$ cat config.mk
export PLATFORM = sky130hd
export DESIGN_NAME = serial_frame_ctrl_flat
export DESIGN_NICKNAME = d
export VERILOG_FILES = /design/src/rtl/serial_frame_ctrl_if.sv /design/src/rtl/serial_frame_ctrl.sv /design/src/flat_wrapper.sv
export SDC_FILE = /design/constraint.sdc
export NUM_CORES = 1
export LEC_CHECK = 0
export BUFFER_PORTS_ARGS = -buffer_cell sky130_fd_sc_hd__buf_2
export CORE_AREA = 5 5 70 72
export CTS_CLUSTER_SIZE = 20
export DETAILED_ROUTE_END_ITERATION = 12
export DIE_AREA = 0 0 75 77
export PLACE_DENSITY = 0.69
export SYNTH_ARGS = -nofsm -noshare
export SYNTH_HDL_FRONTEND = slang
export SYNTH_SLANG_ARGS = --single-unit
export TNS_END_PERCENT = 30
$ cat constraint.sdc
create_clock -name clk -period 2.18 [get_ports clk]
set_input_delay 0.218 -clock clk [delete_from_list [all_inputs] [get_ports clk]]
set_output_delay 0.218 -clock clk [all_outputs]
set_load 0.01 [all_outputs]
$ cat src/rtl/serial_frame_ctrl_if.sv
// serial_frame_ctrl_if: serial bit input and frame result bundle for serial_frame_ctrl.
// The master side drives the serial bit stream. The slave side (the controller) reports state and frame results.
interface serial_frame_ctrl_if;
  logic       in_i;
  logic       in_vld_i;
  logic [2:0] state_o;
  logic       seq_sat_o;
  logic       addr_sat_o;
  logic [7:0] data_out_o;
  logic [3:0] crc_out_o;
  logic       frame_vld_o;
  logic       crc_err_o;
  logic       abort_o;

  modport master (
    output in_i, in_vld_i,
    input  state_o, seq_sat_o, addr_sat_o, data_out_o, crc_out_o,
           frame_vld_o, crc_err_o, abort_o
  );

  modport slave (
    input  in_i, in_vld_i,
    output state_o, seq_sat_o, addr_sat_o, data_out_o, crc_out_o,
           frame_vld_o, crc_err_o, abort_o
  );
endinterface

$ cat src/rtl/serial_frame_ctrl.sv
// serial_frame_ctrl: receive sequencer for a single-bit serial stream.
// A frame is laid out as follows:
//   8-bit preamble (SYNC_PAT), 4-bit address (must equal MY_ADDR),
//   8-bit data, then a 4-bit CRC (x^4+x+1).
// All fields are sent MSB first.
// Each complete frame produces a one-cycle frame_vld pulse with the captured byte and the CRC check result.
// Optional feature: define FRAME_TIMEOUT_EN to abort a frame after TIMEOUT bit-less cycles.
// Without that macro, abort is tied low and the FSM waits for bits indefinitely.
module serial_frame_ctrl #(
  parameter logic [7:0] SYNC_PAT = 8'hB1,
  parameter logic [3:0] MY_ADDR  = 4'h5
`ifdef FRAME_TIMEOUT_EN
  ,
  parameter int unsigned TIMEOUT = 16
`endif
) (
  input  logic clk,
  input  logic rst,
  serial_frame_ctrl_if.slave bus
);

  typedef enum logic [2:0] {
    IDLE = 3'd0,
    ADDR = 3'd1,
    DATA = 3'd2,
    CRC  = 3'd3
  } state_t;

  state_t     state_q, state_d;
  logic [7:0] win_q, win_d;
  logic [3:0] cnt_q, cnt_d;
  logic [3:0] crc_q, crc_d;
  logic [7:0] dataCap_q, dataCap_d;
  logic [7:0] dataOut_q, dataOut_d;
  logic [3:0] crcOut_q, crcOut_d;
  logic       crcErr_q, crcErr_d;
  logic       frameVld_q, frameVld_d;

  logic [7:0] winNext;
  logic       crcFb;
  logic [3:0] crcStep;
  logic       timeoutHit;

`ifdef FRAME_TIMEOUT_EN
  localparam int unsigned IdleW = $clog2(TIMEOUT + 1);

  logic [IdleW-1:0] idleCnt_q, idleCnt_d;
  logic             abort_q;

  // Count consecutive bit-less cycles inside a frame; a full count forces the frame to be dropped
  always_comb begin
    timeoutHit = (state_q != IDLE) && (idleCnt_q == IdleW'(TIMEOUT));
    if ((state_q == IDLE) || bus.in_vld_i || timeoutHit) begin
      idleCnt_d = '0;
    end else begin
      idleCnt_d = idleCnt_q + 1'b1;
    end
  end

  // Idle counter and one-cycle abort pulse
  always_ff @(posedge clk) begin
    if (rst) begin
      idleCnt_q <= '0;
      abort_q   <= 1'b0;
    end else begin
      idleCnt_q <= idleCnt_d;
      abort_q   <= timeoutHit;
    end
  end

  assign bus.abort_o = abort_q;
`else
  assign timeoutHit  = 1'b0;
  assign bus.abort_o = 1'b0;
`endif

  // Next-state logic for sequencing: preamble hunt, address match, data capture with serial CRC, CRC compare
  always_comb begin
    state_d    = state_q;
    win_d      = win_q;
    cnt_d      = cnt_q;
    crc_d      = crc_q;
    dataCap_d  = dataCap_q;
    dataOut_d  = dataOut_q;
    crcOut_d   = crcOut_q;
    crcErr_d   = crcErr_q;
    frameVld_d = 1'b0;

    winNext = {win_q[6:0], bus.in_i};
    crcFb   = crc_q[3] ^ bus.in_i;
    crcStep = {crc_q[2:0], 1'b0} ^ (crcFb ? 4'h3 : 4'h0);

    if (timeoutHit) begin
      state_d = IDLE;
      win_d   = '0;
      cnt_d   = '0;
    end else if (bus.in_vld_i) begin
      case (state_q)
        IDLE: begin
          win_d = winNext;
          cnt_d = (cnt_q == 4'd8) ? cnt_q : cnt_q + 4'd1;
          if ((cnt_q >= 4'd7) && (winNext == SYNC_PAT)) begin
            state_d = ADDR;
            win_d   = '0;
            cnt_d   = '0;
          end
        end
        ADDR: begin
          win_d = winNext;
          cnt_d = cnt_q + 4'd1;
          if (cnt_q == 4'd3) begin
            win_d = '0;
            cnt_d = '0;
            if (winNext[3:0] == MY_ADDR) begin
              state_d = DATA;
              crc_d   = '0;
            end else begin
              state_d = IDLE;
            end
          end
        end
        DATA: begin
          win_d = winNext;
          cnt_d = cnt_q + 4'd1;
          crc_d = crcStep;
          if (cnt_q == 4'd7) begin
            state_d   = CRC;
            dataCap_d = winNext;
            win_d     = '0;
            cnt_d     = '0;
          end
        end
        CRC: begin
          win_d = winNext;
          cnt_d = cnt_q + 4'd1;
          if (cnt_q == 4'd3) begin
            state_d    = IDLE;
            win_d      = '0;
            cnt_d      = '0;
            dataOut_d  = dataCap_q;
            crcOut_d   = crc_q;
            crcErr_d   = (winNext[3:0] != crc_q);
            frameVld_d = 1'b1;
          end
        end
        default: begin
          state_d = IDLE;
          win_d   = '0;
          cnt_d   = '0;
        end
      endcase
    end
  end

  // State and datapath registers; reset discards any frame in progress without reporting it
  always_ff @(posedge clk) begin
    if (rst) begin
      state_q    <= IDLE;
      win_q      <= '0;
      cnt_q      <= '0;
      crc_q      <= '0;
      dataCap_q  <= '0;
      dataOut_q  <= '0;
      crcOut_q   <= '0;
      crcErr_q   <= 1'b0;
      frameVld_q <= 1'b0;
    end else begin
      state_q    <= state_d;
      win_q      <= win_d;
      cnt_q      <= cnt_d;
      crc_q      <= crc_d;
      dataCap_q  <= dataCap_d;
      dataOut_q  <= dataOut_d;
      crcOut_q   <= crcOut_d;
      crcErr_q   <= crcErr_d;
      frameVld_q <= frameVld_d;
    end
  end

  assign bus.state_o     = state_q;
  assign bus.seq_sat_o   = (state_q == ADDR) || (state_q == DATA) || (state_q == CRC);
  assign bus.addr_sat_o  = (state_q == DATA) || (state_q == CRC);
  assign bus.data_out_o  = dataOut_q;
  assign bus.crc_out_o   = crcOut_q;
  assign bus.frame_vld_o = frameVld_q;
  assign bus.crc_err_o   = crcErr_q;

endmodule

$ cat src/flat_wrapper.sv
// flat-port wrapper written by rule: the top's interface ports become plain ports
module serial_frame_ctrl_flat 
#(
  parameter logic [7:0] SYNC_PAT = 8'hB1,
  parameter logic [3:0] MY_ADDR  = 4'h5

)
  (clk, rst, bus_in_i, bus_in_vld_i, bus_state_o, bus_seq_sat_o, bus_addr_sat_o, bus_data_out_o, bus_crc_out_o, bus_frame_vld_o, bus_crc_err_o, bus_abort_o);
  serial_frame_ctrl_if bus_i ();
  input  logic clk;
  input  logic rst;
  input wire logic [$bits(bus_i.in_i)-1:0] bus_in_i;
  input wire logic [$bits(bus_i.in_vld_i)-1:0] bus_in_vld_i;
  output wire logic [$bits(bus_i.state_o)-1:0] bus_state_o;
  output wire logic [$bits(bus_i.seq_sat_o)-1:0] bus_seq_sat_o;
  output wire logic [$bits(bus_i.addr_sat_o)-1:0] bus_addr_sat_o;
  output wire logic [$bits(bus_i.data_out_o)-1:0] bus_data_out_o;
  output wire logic [$bits(bus_i.crc_out_o)-1:0] bus_crc_out_o;
  output wire logic [$bits(bus_i.frame_vld_o)-1:0] bus_frame_vld_o;
  output wire logic [$bits(bus_i.crc_err_o)-1:0] bus_crc_err_o;
  output wire logic [$bits(bus_i.abort_o)-1:0] bus_abort_o;
  assign bus_i.in_i = bus_in_i;
  assign bus_i.in_vld_i = bus_in_vld_i;
  assign bus_state_o = bus_i.state_o;
  assign bus_seq_sat_o = bus_i.seq_sat_o;
  assign bus_addr_sat_o = bus_i.addr_sat_o;
  assign bus_data_out_o = bus_i.data_out_o;
  assign bus_crc_out_o = bus_i.crc_out_o;
  assign bus_frame_vld_o = bus_i.frame_vld_o;
  assign bus_crc_err_o = bus_i.crc_err_o;
  assign bus_abort_o = bus_i.abort_o;
  serial_frame_ctrl #(.SYNC_PAT(SYNC_PAT), .MY_ADDR(MY_ADDR)) u_core (.clk(clk), .rst(rst), .bus(bus_i));
endmodule
Word level (Yosys, flattened, before mapping)
Index checks and enable logic that the tools add are counted.

Latch bits: 0. Output and inout bits: 20. Input port bits: 4. Register bits after elaboration: 40. Memory bits (read-only): 0. Bits in writable memories: 0. Word-level logic and storage cells: 63. Memories: 0.

Equal/unequal tests: 15. Shift-type cells: 0. $mul: 0. Bitwise operators: 4. Magnitude comparators: 1. Add/subtract/negate cells: 1. Div/mod/pow operators: 0. Reductions and logical operators: 13. Multiplexer cells: 20.

Operators by type and width (count): $mux W4 (6); $mux W7 (3); $pmux W7 S3 (1); $mux W3 (4); $pmux W3 S4 (1); $pmux W4 S3 (1); $ne A2 B1 Y1 const B (5); $eq A4 B3 Y1 const B (2); $eq A8 B8 Y1 const B (1); $pmux W4 S2 (1); $eq A3 B2 Y1 const B (2); $reduce_and A3 Y1 (2); $reduce_and A5 Y1 (1); $add A4 B1 Y4 const B (1); $eq A4 B2 Y1 const B (1); $eq A4 B4 Y1 const B (1); $ge A4 B3 Y1 const B (1); $mux W2 (2); $ne A4 B4 Y1 (1); $reduce_and A4 Y1 (1); $xor A4 B4 Y4 (1); $eq A3 B1 Y1 const B (1); $logic_not A3 Y1 (1); $logic_or A1 B1 Y1 (3); other kinds (9) (10).

Depth between registers and ports, before layout
Word-level depth: 4. Mapped depth: 6. Mapped depth without buffers: 6.

Least setup slack after synthesis
Ideal clock, no wire load.

Path kind: flip-flop to flip-flop. From: register u_core.cnt_q[0]. To: register u_core.crcOut_q[3], in the netlist u_core.bus.crc_out_o[3]. Arrival: 1387 ps. Stages on the path, launching flop included: 7. Path buffers: 1. Library setup time: 128 ps. Data required time: 2052 ps. Setup slack: 666 ps. Path through: dfxtp_1 -> ha_1 -> and2b_1 -> nand4_2 -> buf_6 -> mux2i_1 -> nor2_1.

Word-level cells in the longest chain between the ends: 2.

RTL lines: from (decl) (line serial_frame_ctrl.sv:31) `logic [3:0] cnt_q, cnt_d;`; from (signal assigned) (line serial_frame_ctrl.sv:170) `cnt_q <= cnt_d;`; $eq A4 B2 Y1 (line serial_frame_ctrl.sv:136) `if (cnt_q == 4'd3) begin`; $reduce_and A3 Y1 (no source line); to (signal assigned) (line serial_frame_ctrl.sv:174) `crcOut_q <= crcOut_d;`; to (decl) (line serial_frame_ctrl.sv:35) `logic [3:0] crcOut_q, crcOut_d;`.

Every way passes these cells. A chain may end at the register's enable or synchronous reset.

Final worst setup path
From: register u_core.cnt_q[0]. To: register u_core.dataCap_q[4].

Word-level cells in the longest chain between the ends: 2.

RTL lines: $eq A4 B3 Y1 (line serial_frame_ctrl.sv:126) `if (cnt_q == 4'd7) begin`; $reduce_and A3 Y1 (no source line); to (signal assigned) (line serial_frame_ctrl.sv:172) `dataCap_q <= dataCap_d;`; to (decl) (line serial_frame_ctrl.sv:33) `logic [7:0] dataCap_q, dataCap_d;`.

Every way passes these cells.

==> out/metrics.cfg <==
[global_routing]
grt_pass1_wl_um = 5740
grt_pass1_vias = 1161
grt-ovfl-total = 0
grt_start_max_net_pins = 34
antenna_found_initial = 0
grt_util_all_layers_pct = 12.9

[timing]
whs_ns = 0.298
timing.final.crit_period_ns = 1.89
fin_tns_setup_ns = 0
fin_skew_ns = 0.00534
finalSetupViolCount = 0
maxSlewViolCount = 0
rsz0062_at_grt = no
min_period_over_period_pct = 86.5
hold_viol_final = 0
fmax_ghz = 0.530

[routing]
maxUsedRoutingLayer = met4
wl_um = 3390
wl_per_cell_um = 13.8
drt_iter0_drc = 86
wirelength_met1_um = 1700
drc_errors = 0
wl_met2_um = 1540
num_vias = 1257
via_per_inst = 5.13
firstDrtPassIters = 4
wl_met3_um = 122
antenna_left = 0

[critical_path]
cp-end-kind = register
crit_chain = ha_1 > and2b_1 > and4_1 > mux2i_1 > nor2_1
slowest_stage = and4_1
cp.arrival_ns = 2.05
critPathMaxFanout = 8
critPathLaunchType = register
slowest_delay_ns = 0.52
critPathKind = reg -> reg
cp.required_ns = 2.35

[hold_path]
min_path_type = in -> reg

[place]
place_inst = 238
port_buffers = 21
gp_congestion = 0.730
hpwl_um = 2410

[status]
status = finished clean

[floorplanning]
ioPinCount = 24
die_area_um2 = 5780
die_w_um = 75
core_um2 = 4230
row_count = 24
start_util_pct = 42.2
die_h_um = 77

[power_and_ir_drop]
powerDensity_nw_per_um2 = 676
leakage_nw = 0.965
peakVddDrop_v = 0.000383

[synthesis]
synth_area_leaders = dfxtp_1 (44%), mux2i_1 (15%), nor2_1 (4.4%), a22o_1 (2.0%), nor3_1 (2.0%)
ys_ff_latch = 39
synth-main-ff-cell = dfxtp_1
synth_top_cell_area_share_pct = 43.7
ys_seq_area_share_pct = 43.7
synth_edf_count = 0
synth_area_leader_cell = dfxtp_1
async_flop_share_pct = 0
synth_cells = 173
yosys_warnings = 0
synth_area_um2 = 1790
synth.avg_cell_area_um2 = 10.3
ys_types = 44

[clock_tree]
post_cts_resized = 0
cts_setup_buffers = 0
clk_pin_slew_worst_paths_ns = 0.07
numClockSinks = 39
clk_path_buf_depth = 2
cts_tree = yes
root_buffer = clkbuf_8
insertion_delay_ns = 0.29
h-tree-depth = 2
cts_buffers = 5
ctsHoldBuffers = 0

[layout]
final_util_pct = 47.5
finalNetCount = 199
layout-drive-gt1-share_pct = 23.3
areaGrowthSynthToFinish_pct = 12.6
n_fill_cell = 412
antenna_cells = 0
fin_cells = 245

[flow_run]
maxCapViolCount = 0

[report_power, final]
part / internal (mW) / total (mW) / switching [mW]
sequential: 0.718 / 0.727 / 0.00932
clock: 0.335 / 0.570 / 0.235
combinational: 0.0239 / 0.0636 / 0.0397
[cell usage in the layout, fill, tap and decap left out, types with 3 or more instances in the layout]
cell / netlist / layout
a22o_1: 4 / 4
nand4_1: 4 / 4
mux2i_1: 27 / 27
clkbuf_8: 0 / 5
buf_2: 2 / 21
nor3_1: 7 / 7
inv_1: 7 / 7
nor2b_1: 3 / 3
nand2_1: 5 / 5
dfxtp_1: 39 / 39
buf_4: 3 / 3
xnor2_1: 4 / 4
nand3_1: 3 / 3
nor2_1: 21 / 21
[critical path: cells and delay by family (launching register included)]
| kind | cells | cell delay, ns |
|---|---|---|
| adders and majority gates | 1 | 0.25 |
| DFF | 1 | 0.41 |
| muxes | 1 | 0.27 |
| and+or+nand+nor | 3 | 0.83 |
[registers in the layout, indices dropped and copies added, names as in the netlist]
| name | cells |
|---|---|
| u_core.bus.crc_err_o | 1 |
| u_core.bus.crc_out_o | 4 |
| u_core.bus.data_out_o | 8 |
| u_core.bus.frame_vld_o | 1 |
| u_core.bus.state_o | 2 |
| u_core.cnt_q | 4 |
| u_core.crc_q | 4 |
| u_core.dataCap_q | 8 |
| u_core.win_q | 7 |
[path summary, 6_finish.rpt]
check / start / endpoint / slack, ns / depth (start not counted)
worst max register to register: u_core.cnt_q[0]$_SDFFE_PP0P_ / u_core.dataCap_q[4]$_SDFFE_PP0P_ / 0.29 / 5
worst max-delay path: u_core.cnt_q[0]$_SDFFE_PP0P_ / u_core.dataCap_q[4]$_SDFFE_PP0P_ / 0.29 / 5
worst min register to register: u_core.bus.crc_err_o$_SDFFE_PP0P_ / u_core.bus.crc_err_o$_SDFFE_PP0P_ / 0.46 / 2
worst min-delay path: bus_in_i / u_core.dataCap_q[0]$_SDFFE_PP0P_ / 0.30 / 3
[cells in the mapped netlist, types with 2 or more instances]
library cell / number
nand4_2: 2
mux2i_1: 27
clkbuf_1: 5
xor2_1: 2
and3b_1: 2
xnor2_1: 4
o31ai_2: 2
ha_1: 2
inv_1: 7
nand3_1: 3
dfxtp_1: 39
a211oi_1: 2
nand2_1: 5
nor2_1: 21
a22o_1: 4
nor2b_1: 3
a41oi_1: 2
nor3_1: 7
and3_1: 2
buf_2: 2
buf_6: 2
buf_4: 3
nand4_1: 4
[cells by family (layout without fill, tap and decap cells)]
kind of cell    count (synthesis)  count (layout)  synth area share [%]
fa+ha+maj                       2               2                  1.40
mux                            27              27                  15.1
other cells                     1               2                 0.210
xor+xnor                        6               6                  2.94
simple gates                   56              56                  18.0
flops                          39              39                  43.7
buf+inv                        19              38                  5.60
compound gates                 23              23                  13.0
[area by class of cell]
type | instances | area [µm²] | area share [%]
Clock buffer | 6 | 72.6 | 3.61
Clock inverter | 1 | 30.0 | 1.49
Inverter | 7 | 26.3 | 1.31
Multi-Input combinational cell | 116 | 910 | 45.2
Sequential cell | 39 | 781 | 38.8
Tap cell | 52 | 65.1 | 3.23
Timing Repair Buffer | 24 | 128 | 6.34
[routing by layer]
| layer | vias to the layer above | track usage, % |
|---|---|---|
| li1 | 646 | - |
| met1 | 588 | 18.3 |
| met2 | 18 | 17.7 |
| met3 | 5 | 5.49 |
| met4 | 0 | 3.74 |
| met5 | - | 0 |
[through the flow]
stage               area, µm²  power [mW]  worst slack (ns)
finish                   2010        1.36             0.295
global route             2010        1.43             0.177
CTS                      2010        1.38             0.282
detailed placement       1910       0.807             0.308
global placement         1910       0.806             0.403
floorplan                1790       0.792             0.666
(Power assumes the default switching activity.)
